### config.mk
export PLATFORM = sky130hd
export DESIGN_NAME = spi_txn_arbiter
export DESIGN_NICKNAME = d
export VERILOG_FILES = /design/src/rtl/spi_arb_pkg.sv /design/src/rtl/rr_pick.sv /design/src/rtl/spi_txn_arbiter.sv
export SDC_FILE = /design/constraint.sdc
export NUM_CORES = 1
export LEC_CHECK = 0
export CAP_MARGIN = 20
export CORE_MARGIN = 2
export CORE_UTILIZATION = 43
export DETAILED_ROUTE_END_ITERATION = 8
export PLACE_DENSITY = 0.88
export SYNTH_ARGS = -nofsm -noshare
export SYNTH_HDL_FRONTEND = slang
export SYNTH_SLANG_ARGS = --single-unit
export TNS_END_PERCENT = 50
### constraint.sdc
create_clock -name clk -period 2.45 [get_ports clk]
set_clock_uncertainty 0.05 [all_clocks]
set_input_delay 0.3675 -clock clk [delete_from_list [all_inputs] [get_ports clk]]
set_output_delay 0.3675 -clock clk [all_outputs]
set_load 0.02 [all_outputs]
### src/rtl/spi_arb_pkg.sv
`default_nettype none
// ============================================================================
//  Module   : spi_arb_pkg
//  Purpose  : Shared types and defaults for the SPI transaction arbiter.
//  Revision : 1.0  initial release
// ============================================================================
package spi_arb_pkg;

    // Default SPI word width of the shared master
    localparam int DW_DEFAULT = 12;

    // Arbiter sequencing states
    typedef enum logic [2:0] {
        IDLE   = 3'd0,
        ARB    = 3'd1,
        LAUNCH = 3'd2,
        WAIT   = 3'd3,
        RESP   = 3'd4
    } arb_state_t;

endpackage
`default_nettype wire

### src/rtl/rr_pick.sv
`default_nettype none
// ============================================================================
//  Module   : rr_pick
//  Purpose  : Combinational round-robin selector. Finds the first set request
//             scanning upward from ptr, wrapping modulo NREQ.
//  Revision : 1.0  initial release
// ============================================================================
module rr_pick #(
    parameter  int NREQ = 4,
    localparam int PW   = $clog2(NREQ)
) (
    input  logic [NREQ-1:0] req,
    input  logic [PW-1:0]   ptr,
    output logic [PW-1:0]   idx,
    output logic            found
);

    // Scan from the lowest priority offset down so the offset closest to ptr wins
    always_comb begin
        int            j;
        logic [PW-1:0] jj;
        idx   = '0;
        found = 1'b0;
        j     = 0;
        jj    = '0;
        for (int k = NREQ - 1; k >= 0; k--) begin
            j = int'(ptr) + k;
            if (j >= NREQ) begin
                j = j - NREQ;
            end
            jj = PW'(j);
            if (req[jj]) begin
                idx   = jj;
                found = 1'b1;
            end
        end
    end

endmodule
`default_nettype wire

### src/rtl/spi_txn_arbiter.sv
`default_nettype none
// ============================================================================
//  Module   : spi_txn_arbiter
//  Purpose  : Shares one SPI master (newd/din/dout/done) between NREQ
//             requesters with round-robin arbitration, a start-strobe
//             handshake against the master's sync clock, and a watchdog that
//             aborts transfers whose done edge never arrives.
//  Revision : 1.0  initial release
// ============================================================================
module spi_txn_arbiter
    import spi_arb_pkg::*;
#(
    parameter int NREQ    = 4,
    parameter int DW      = DW_DEFAULT,
    parameter int TMO_CYC = 4096
) (
    input  logic               clk,
    input  logic               rst,        // asynchronous, active low
    input  logic [NREQ-1:0]    req,
    input  logic [NREQ*DW-1:0] req_data,
    output logic [NREQ-1:0]    gnt,
    output logic [NREQ-1:0]    rsp_valid,
    output logic               rsp_err,
    output logic [DW-1:0]      rsp_data,
    output logic               spi_newd,
    output logic [DW-1:0]      spi_din,
    input  logic               spi_sclk,
    input  logic [DW-1:0]      spi_dout,
    input  logic               spi_done,
    output logic               busy
);

    localparam int            PW       = $clog2(NREQ);
    localparam int            TW       = $clog2(TMO_CYC) + 1;
    localparam logic [TW-1:0] TMO_LAST = TW'(TMO_CYC - 1);

    arb_state_t    state;
    logic [PW-1:0] ptr;
    logic [PW-1:0] owner;
    logic [PW-1:0] pick_idx;
    logic          pick_found;
    logic          sclk_q;
    logic          done_q;
    logic [TW-1:0] timer;
    logic [TW-1:0] timer_next;
    logic          sclk_rise;
    logic          done_rise;
    logic          timer_exp;

    assign sclk_rise  = spi_sclk & ~sclk_q;
    assign done_rise  = spi_done & ~done_q;
    assign timer_exp  = (timer == TMO_LAST);
    assign timer_next = (timer == '1) ? timer : timer + TW'(1);
    assign busy       = (state != IDLE);

    rr_pick #(
        .NREQ (NREQ)
    ) u_pick (
        .req   (req),
        .ptr   (ptr),
        .idx   (pick_idx),
        .found (pick_found)
    );

    // Edge-detect history for the master's sync clock and completion flag
    always_ff @(posedge clk or negedge rst) begin
        if (!rst) begin
            sclk_q <= 1'b0;
            done_q <= 1'b0;
        end else begin
            sclk_q <= spi_sclk;
            done_q <= spi_done;
        end
    end

    // Transaction sequencer: arbitration, launch handshake, completion and watchdog
    always_ff @(posedge clk or negedge rst) begin
        if (!rst) begin
            state     <= IDLE;
            ptr       <= '0;
            owner     <= '0;
            timer     <= '0;
            gnt       <= '0;
            rsp_valid <= '0;
            rsp_err   <= 1'b0;
            rsp_data  <= '0;
            spi_newd  <= 1'b0;
            spi_din   <= '0;
        end else begin
            // Grant and response strobes last exactly one cycle
            gnt       <= '0;
            rsp_valid <= '0;
            rsp_err   <= 1'b0;
            case (state)
                IDLE: begin
                    if (|req) begin
                        state <= ARB;
                    end
                end
                ARB: begin
                    if (pick_found) begin
                        gnt      <= NREQ'(1) << pick_idx;
                        spi_din  <= req_data[int'(pick_idx)*DW +: DW];
                        owner    <= pick_idx;
                        ptr      <= (pick_idx == PW'(NREQ - 1)) ? '0 : pick_idx + PW'(1);
                        timer    <= '0;
                        spi_newd <= 1'b1;
                        state    <= LAUNCH;
                    end else begin
                        // Request withdrawn before it could be served
                        state <= IDLE;
                    end
                end
                LAUNCH: begin
                    timer <= timer_next;
                    if (timer_exp) begin
                        spi_newd  <= 1'b0;
                        rsp_valid <= NREQ'(1) << owner;
                        rsp_data  <= '0;
                        rsp_err   <= 1'b1;
                        state     <= RESP;
                    end else if (sclk_rise) begin
                        // Master has sampled newd on this sync-clock edge
                        spi_newd <= 1'b0;
                        state    <= WAIT;
                    end
                end
                WAIT: begin
                    timer <= timer_next;
                    // A done edge on the expiry cycle still counts as success
                    if (done_rise) begin
                        rsp_valid <= NREQ'(1) << owner;
                        rsp_data  <= spi_dout;
                        state     <= RESP;
                    end else if (timer_exp) begin
                        rsp_valid <= NREQ'(1) << owner;
                        rsp_data  <= '0;
                        rsp_err   <= 1'b1;
                        state     <= RESP;
                    end
                end
                RESP: begin
                    state <= IDLE;
                end
                default: begin
                    state <= IDLE;
                end
            endcase
        end
    end

endmodule
`default_nettype wire
# Yosys cells after proc, flatten, opt, wreduce, memory -nomap -nowiden
# Cells that the tools add are included.
[word_totals]
reg_bits = 56
wordCells = 105
[op_classes]
add_sub_neg = 9
mul = 1
order_cmp = 8
eq_ne = 11
shift = 3
muxes = 46
bitwise_logic = 4
n_reduce_logical = 11
[ops]
columns = ["op", "count"]
rows = [
  ["48-bit by 7-bit variable part select with 12-bit output", 1],
  ["13-bit two-way mux", 2],
  ["13-bit one-hot mux with 2 select lines", 1],
  ["12-bit two-way mux", 2],
  ["12-bit one-hot mux with 2 select lines", 1],
  ["2-bit two-way mux", 10],
  ["4-bit two-way mux", 4],
  ["3-bit two-way mux", 5],
  ["13-bit by 1-bit adder with 13-bit output, second input constant", 1],
  ["13-bit by 12-bit equality test with 1-bit output, second input constant", 1],
  ["13-bit equality test, second input constant", 1],
  ["1-bit two-way mux", 13],
  ["2-bit by 3-bit < comparator with 1-bit output, second input constant", 4],
  ["3-bit one-hot mux with 4 select lines", 1],
  ["3-bit greater-or-equal comparator, second input constant", 3],
  ["3-bit AND reduction", 3],
  ["1-bit binary-select mux with 2-bit select", 4],
  ["4-bit one-hot mux with 2 select lines", 1],
  ["1-bit by 2-bit << shifter with 4-bit output, first input constant", 2],
  ["2-bit by 1-bit subtractor with 2-bit output, second input constant", 4],
  ["2-bit by 2-bit adder with 3-bit output, second input constant", 2],
  ["3-bit by 2-bit equality test with 1-bit output, second input constant", 2],
  ["2-bit != test, second input constant", 3],
  ["3-bit != test, second input constant", 2],
  ["15 further kinds", 20],
]

# Depth between registers and ports, before layout
[depth]
word_depth = 12
mapped_depth = 9
depth_no_buf = 7

# Cells and area by module
# Synthesis repeated with hierarchy kept, for this count alone.
[hier_totals]
cells_unflattened = 249
area_unflattened_um2 = 2757.6
[modules_own_cells]
columns = ["module", "instances", "cells_per_inst", "area_per_inst_um2", "seq_area_each_um2"]
rows = [
  ["spi_txn_arbiter", 1, 236, 2680.1, 1401.3],
  ["rr_pick", 1, 13, 77.6, 0.0],
]

# Worst setup path after synthesis
# No wires, ideal clock.
[synth_timing]
kind = "flip-flop to flip-flop"
start = "register timer[0]"
end = "register rsp_data[0]"
setup_time_ps = 121
arrival_time_ps = 1737
required_time_ps = 2279
slack_ps = 542
path_stages_with_launch = 8
n_path_buf = 1
period_less_slack_ps = 1908
cell_sequence = "dfrtp_1 ha_1 nand4_2 nor4_4 and2b_4 a21oi_4 buf_6 a22o_1"
[synth_between]
elab_chain_len = 4
[synth_lines]
columns = ["element", "line_no", "text"]
rows = [
  ["from (decl)", "spi_txn_arbiter.sv:44", "logic [TW-1:0] timer;"],
  ["from (signal assigned)", "spi_txn_arbiter.sv:115", "timer <= timer_next;"],
  ["from (signal assigned)", "spi_txn_arbiter.sv:129", "timer <= timer_next;"],
  ["13-bit by 12-bit equality test with 1-bit output *", "spi_txn_arbiter.sv:52", "assign timer_exp = (timer == TMO_LAST);"],
  ["12-bit two-way mux *", "n/a", ""],
  ["12-bit two-way mux", "n/a", ""],
  ["12-bit one-hot mux with 2 select lines *", "n/a", ""],
  ["to (signal assigned)", "spi_txn_arbiter.sv:133", "rsp_data <= spi_dout;"],
  ["to (decl)", "spi_txn_arbiter.sv:24", "output logic [DW-1:0] rsp_data,"],
]
# Mark *: on every way between the ends. The rest lies on a longest branch, timed or not.
# A chain may end at the register's enable or synchronous reset.

# Worst setup path in the final report
[layout_timing]
start = "input port req[1]"
end = "register spi_din[10]"
[layout_between]
elab_chain_len = 8
[layout_lines]
columns = ["element", "line_no", "text"]
rows = [
  ["from (decl)", "spi_txn_arbiter.sv:19", "input logic [NREQ-1:0] req,"],
  ["1-bit binary-select mux with 2-bit select", "rr_pick.sv:32", "if (req[jj]) begin"],
  ["1-bit two-way mux (implied by the code)", "rr_pick.sv:32", ""],
  ["2-bit two-way mux (4 in series)", "rr_pick.sv:32", ""],
  ["2-bit by 2-bit multiplier with 4-bit output", "spi_txn_arbiter.sv:103", "spi_din <= req_data[int'(pick_idx)*DW +: DW];"],
  ["48-bit by 7-bit variable part select with 12-bit output", "spi_txn_arbiter.sv:103", ""],
  ["to (signal assigned)", "spi_txn_arbiter.sv:103", ""],
  ["to (decl)", "spi_txn_arbiter.sv:26", "output logic [DW-1:0] spi_din,"],
]
# Several ways; a longest one is shown, not always the timed one. The select of a mux whose other input is x is not followed.

==> summary.txt <==
Critical path
  • WP data required: 2.59 ns
  • Worst Setup End Kind: flop
  • Worst Path Max Fanout: 29
  • Worst r2r src: timer[0]
  • Crit path kind: input port to flop
  • CP arrival: 2.30 ns
  • Critical Path Source: req[1]
  • Element type at the critical path start: input port

Yosys
  • EDFF count, synth: 0
  • Synth top area share: 50.75%
  • Syn avg cell area: 11.09 um2
  • Count of cell types in the netlist: 46
  • Synthesis Warnings: 0
  • Post-synth ARST share: 100.0%
  • Leading area contributor after synthesis: dfrtp_1
  • Mapped cell area: 2761 um2
  • Seq/Total Area, Yosys: 50.75%
  • Ys flop type: dfrtp_1
  • Post-Synthesis Cells: 249
  • Post-synthesis net count: 319
  • Register bit total from synthesis: 56
  • Synth top area cells: dfrtp_1 51%, mux2i_1 10%, nand2_1 4.3%, o31a_1 3.8%, a22o_2 2.5%

Floorplanning
  • Total I/O pin count: 103
  • Die Span X: 84.14 um
  • Area of the core: 6277 um2
  • Die area: 7079 um2
  • Num rows: 29
  • Starting Density: 43.99%
  • Die Ht: 84.14 um

STA
  • Period utilisation layout: 88.21%
  • RSZ-0062 raised after global routing: false
  • Total negative slack: 0 ns
  • Final hold vios: 38
  • Slew margin rel.: 64.02%
  • Final Hold Slack: -0.01127 ns
  • Period minus WS final: 2.161 ns
  • Final setup vio count: 0
  • Fmax: 462.7 MHz
  • Pins Over Slew Limit: 0
  • Slew at the pin with the worst max-slew slack: 0.5261 ns

Pwr
  • Pleak: 1.778 nW
  • Max IR drop VDD: 0.0006376 V
  • Net Sw Frac: 39.14%
  • Net switching power: 0.001594 W
  • Cell Int Power: 0.002478 W
  • Part of the power in registers: 36.7%
  • Total power draw: 0.004072 W
  • PD cells: 1025 nW/um2
  • Comb pwr share: 49.8%
  • Clock power share: 13.4%

Place
  • Post-DP Area: 3877 um2
  • Placed Instances: 424
  • Routability cong.: 0.8326
  • Hpwl dp: 5.061 mm
  • IO buf count: 102

CTS
  • # Post-CTS Setup Buffers: 0
  • H-tree lvl count: 2
  • Post-CTS resize count: 0
  • Clk Latency, worst-skew pair: 0.32 ns
  • Root Driver: clkbuf_8
  • Cts-stage hold buffer count: 0
  • Clk slew on worst S/H paths: 0.10 ns
  • Number of CTS-inserted buffers: 5
  • CTS tree: yes
  • Maximum clock insertion buffer count: 2
  • Clk sink count: 56

Layout
  • Fillers: 497
  • Cell area after layout: 3974 um2
  • Nets: 424
  • Diodes inserted: 0
  • Area of the multi-input gates: 1245 um2
  • Final cell count without fillers: 432
  • Layout cells sized above 1: 10.42%
  • Area growth from synthesis to layout: 43.91%
  • Register Area: 1401 um2

Run
  • MaxCap Viol Count: 0

Status
  • Status: complete, but fails checks
  • Failing checks: negative hold slack

Routing
  • Post-Route WL: 6.824 mm
  • DR WL/cell: 15.80 um
  • Vias/cell: 5.449
  • First drt pass iteration count: 4
  • Routed vias: 2,354
  • Remaining antenna violation count: 0
  • DRC viols: 0
  • Detailed router's first-iteration violation count: 193

Min path
  • Hold Path Class: input port to asynchronous set/reset pin

Global routing
  • Largest net degree at the start of global routing: 57
  • Vias in the first global route: 2,400
  • Initial antenna violation count: 0
  • All-Layer GR Usage: 19.14%
  • Grt total ovfl: 0
  • Global-route wire length before repair: 11.14 mm
[cell type report]
| cell class | instances | share of cell area [%] |
|---|---|---|
| inverters | 7 | 0.6612 |
| repair buffers | 111 | 27.90 |
| flip-flops and latches | 56 | 35.26 |
| clock inverters | 2 | 0.3463 |
| clock buffers | 6 | 2.078 |
| well taps | 77 | 2.424 |
| multi-input cells | 173 | 31.33 |
[through the flow]
stage,setup WS (ns),util (%)
finish,0.2889,63.30
global route,0.2385,63.30
CTS,0.3052,63.30
detailed placement,-0.02881,61.77
global placement,0.09994,61.77
floorplan,0.5418,-
[cells by family after synthesis]
kind of cell / count (synthesis) / share of synthesized area [%]
xor+xnor: 3 / 0.9517
compound gates: 65 / 17.85
flops: 56 / 50.75
mux: 28 / 10.15
fa+ha+maj: 2 / 0.9061
simple gates: 75 / 14.82
buf+inv: 20 / 4.576
[cell usage in the layout (no fill, tap or decap), drive strengths merged, types with 2 or more instances in the layout]
cell type,count
nand3b,2
and3,4
o31ai,3
mux2i,28
nor4,2
inv,8
buf,10
nor3b,4
ha,2
nand4,3
and2b,2
dfrtp,56
nand2,32
a2111oi,2
a22o,12
nor3,2
o31a,12
nor2,8
o21ai,17
or4,3
xnor2,3
clkdlybuf4s50,101
or3,3
nand3,6
clkbuf,6
a21oi,11
nand2b,2
[per-layer routing]
layer,track usage (%),up-vias,share of wire [%]
li1,-,1121,-
met1,23.41,1141,41
met2,33.62,77,52
met3,4.326,15,5.0
met4,6.012,0,2.0
met5,0,-,0
[power by group through the flow]
stage	clock (W)	sequential [W]	combinational (W)
2_1_floorplan	0	0.00172	0.000970
3_3_place_gp	0	0.00149	0.00197
3_5_place_dp	0	0.00151	0.00204
4_1_cts	0.000551	0.00149	0.00204
5_1_grt	0.000590	0.00153	0.00218
6_report	0.000546	0.00150	0.00203
[path summary, 6_finish.rpt]
path	to	slack, ns	cells past startpoint
max in group asynchronous	spi_din[1]	2.12	2
worst min-delay path	rsp_data[8]	-0.01	2
min in group clk	rsp_data[9]	0.47	1
worst max-delay path	spi_din[10]	0.29	7
worst min register to register	rsp_data[9]	0.47	1
worst max register to register	rsp_data[8]	0.39	6
[cell usage after synthesis, drive strengths merged (2+ instances only)]
library cell	count
a2111oi	2
a21oi	11
a22o	12
and2b	2
and3	4
buf	11
clkbuf	2
dfrtp	56
ha	2
inv	7
mux2i	28
nand2	32
nand2b	2
nand3	6
nand3b	2
nand4	3
nor2	8
nor3	2
nor3b	4
nor4	2
o21ai	17
o31a	12
o31ai	3
or3	3
or4	3
xnor2	3
[critical path, stage by stage]
cell	delay (ns)
clkdlybuf4s50_1	0.58
a21bo_1	0.26
a221oi_4	0.32
buf_12	0.25
mux2i_1	0.25
o31a_1	0.17
o21ai_1	0.08
[registers in the layout (all words and copies together), names as in the netlist]
signal,cells
spi_newd,1
state,3
sclk_q,1
rsp_err,1
owner,2
timer,13
rsp_valid,4
ptr,2
gnt,4
done_q,1
rsp_data,12
spi_din,12
Note: power is estimated with default switching activity, not from simulation.
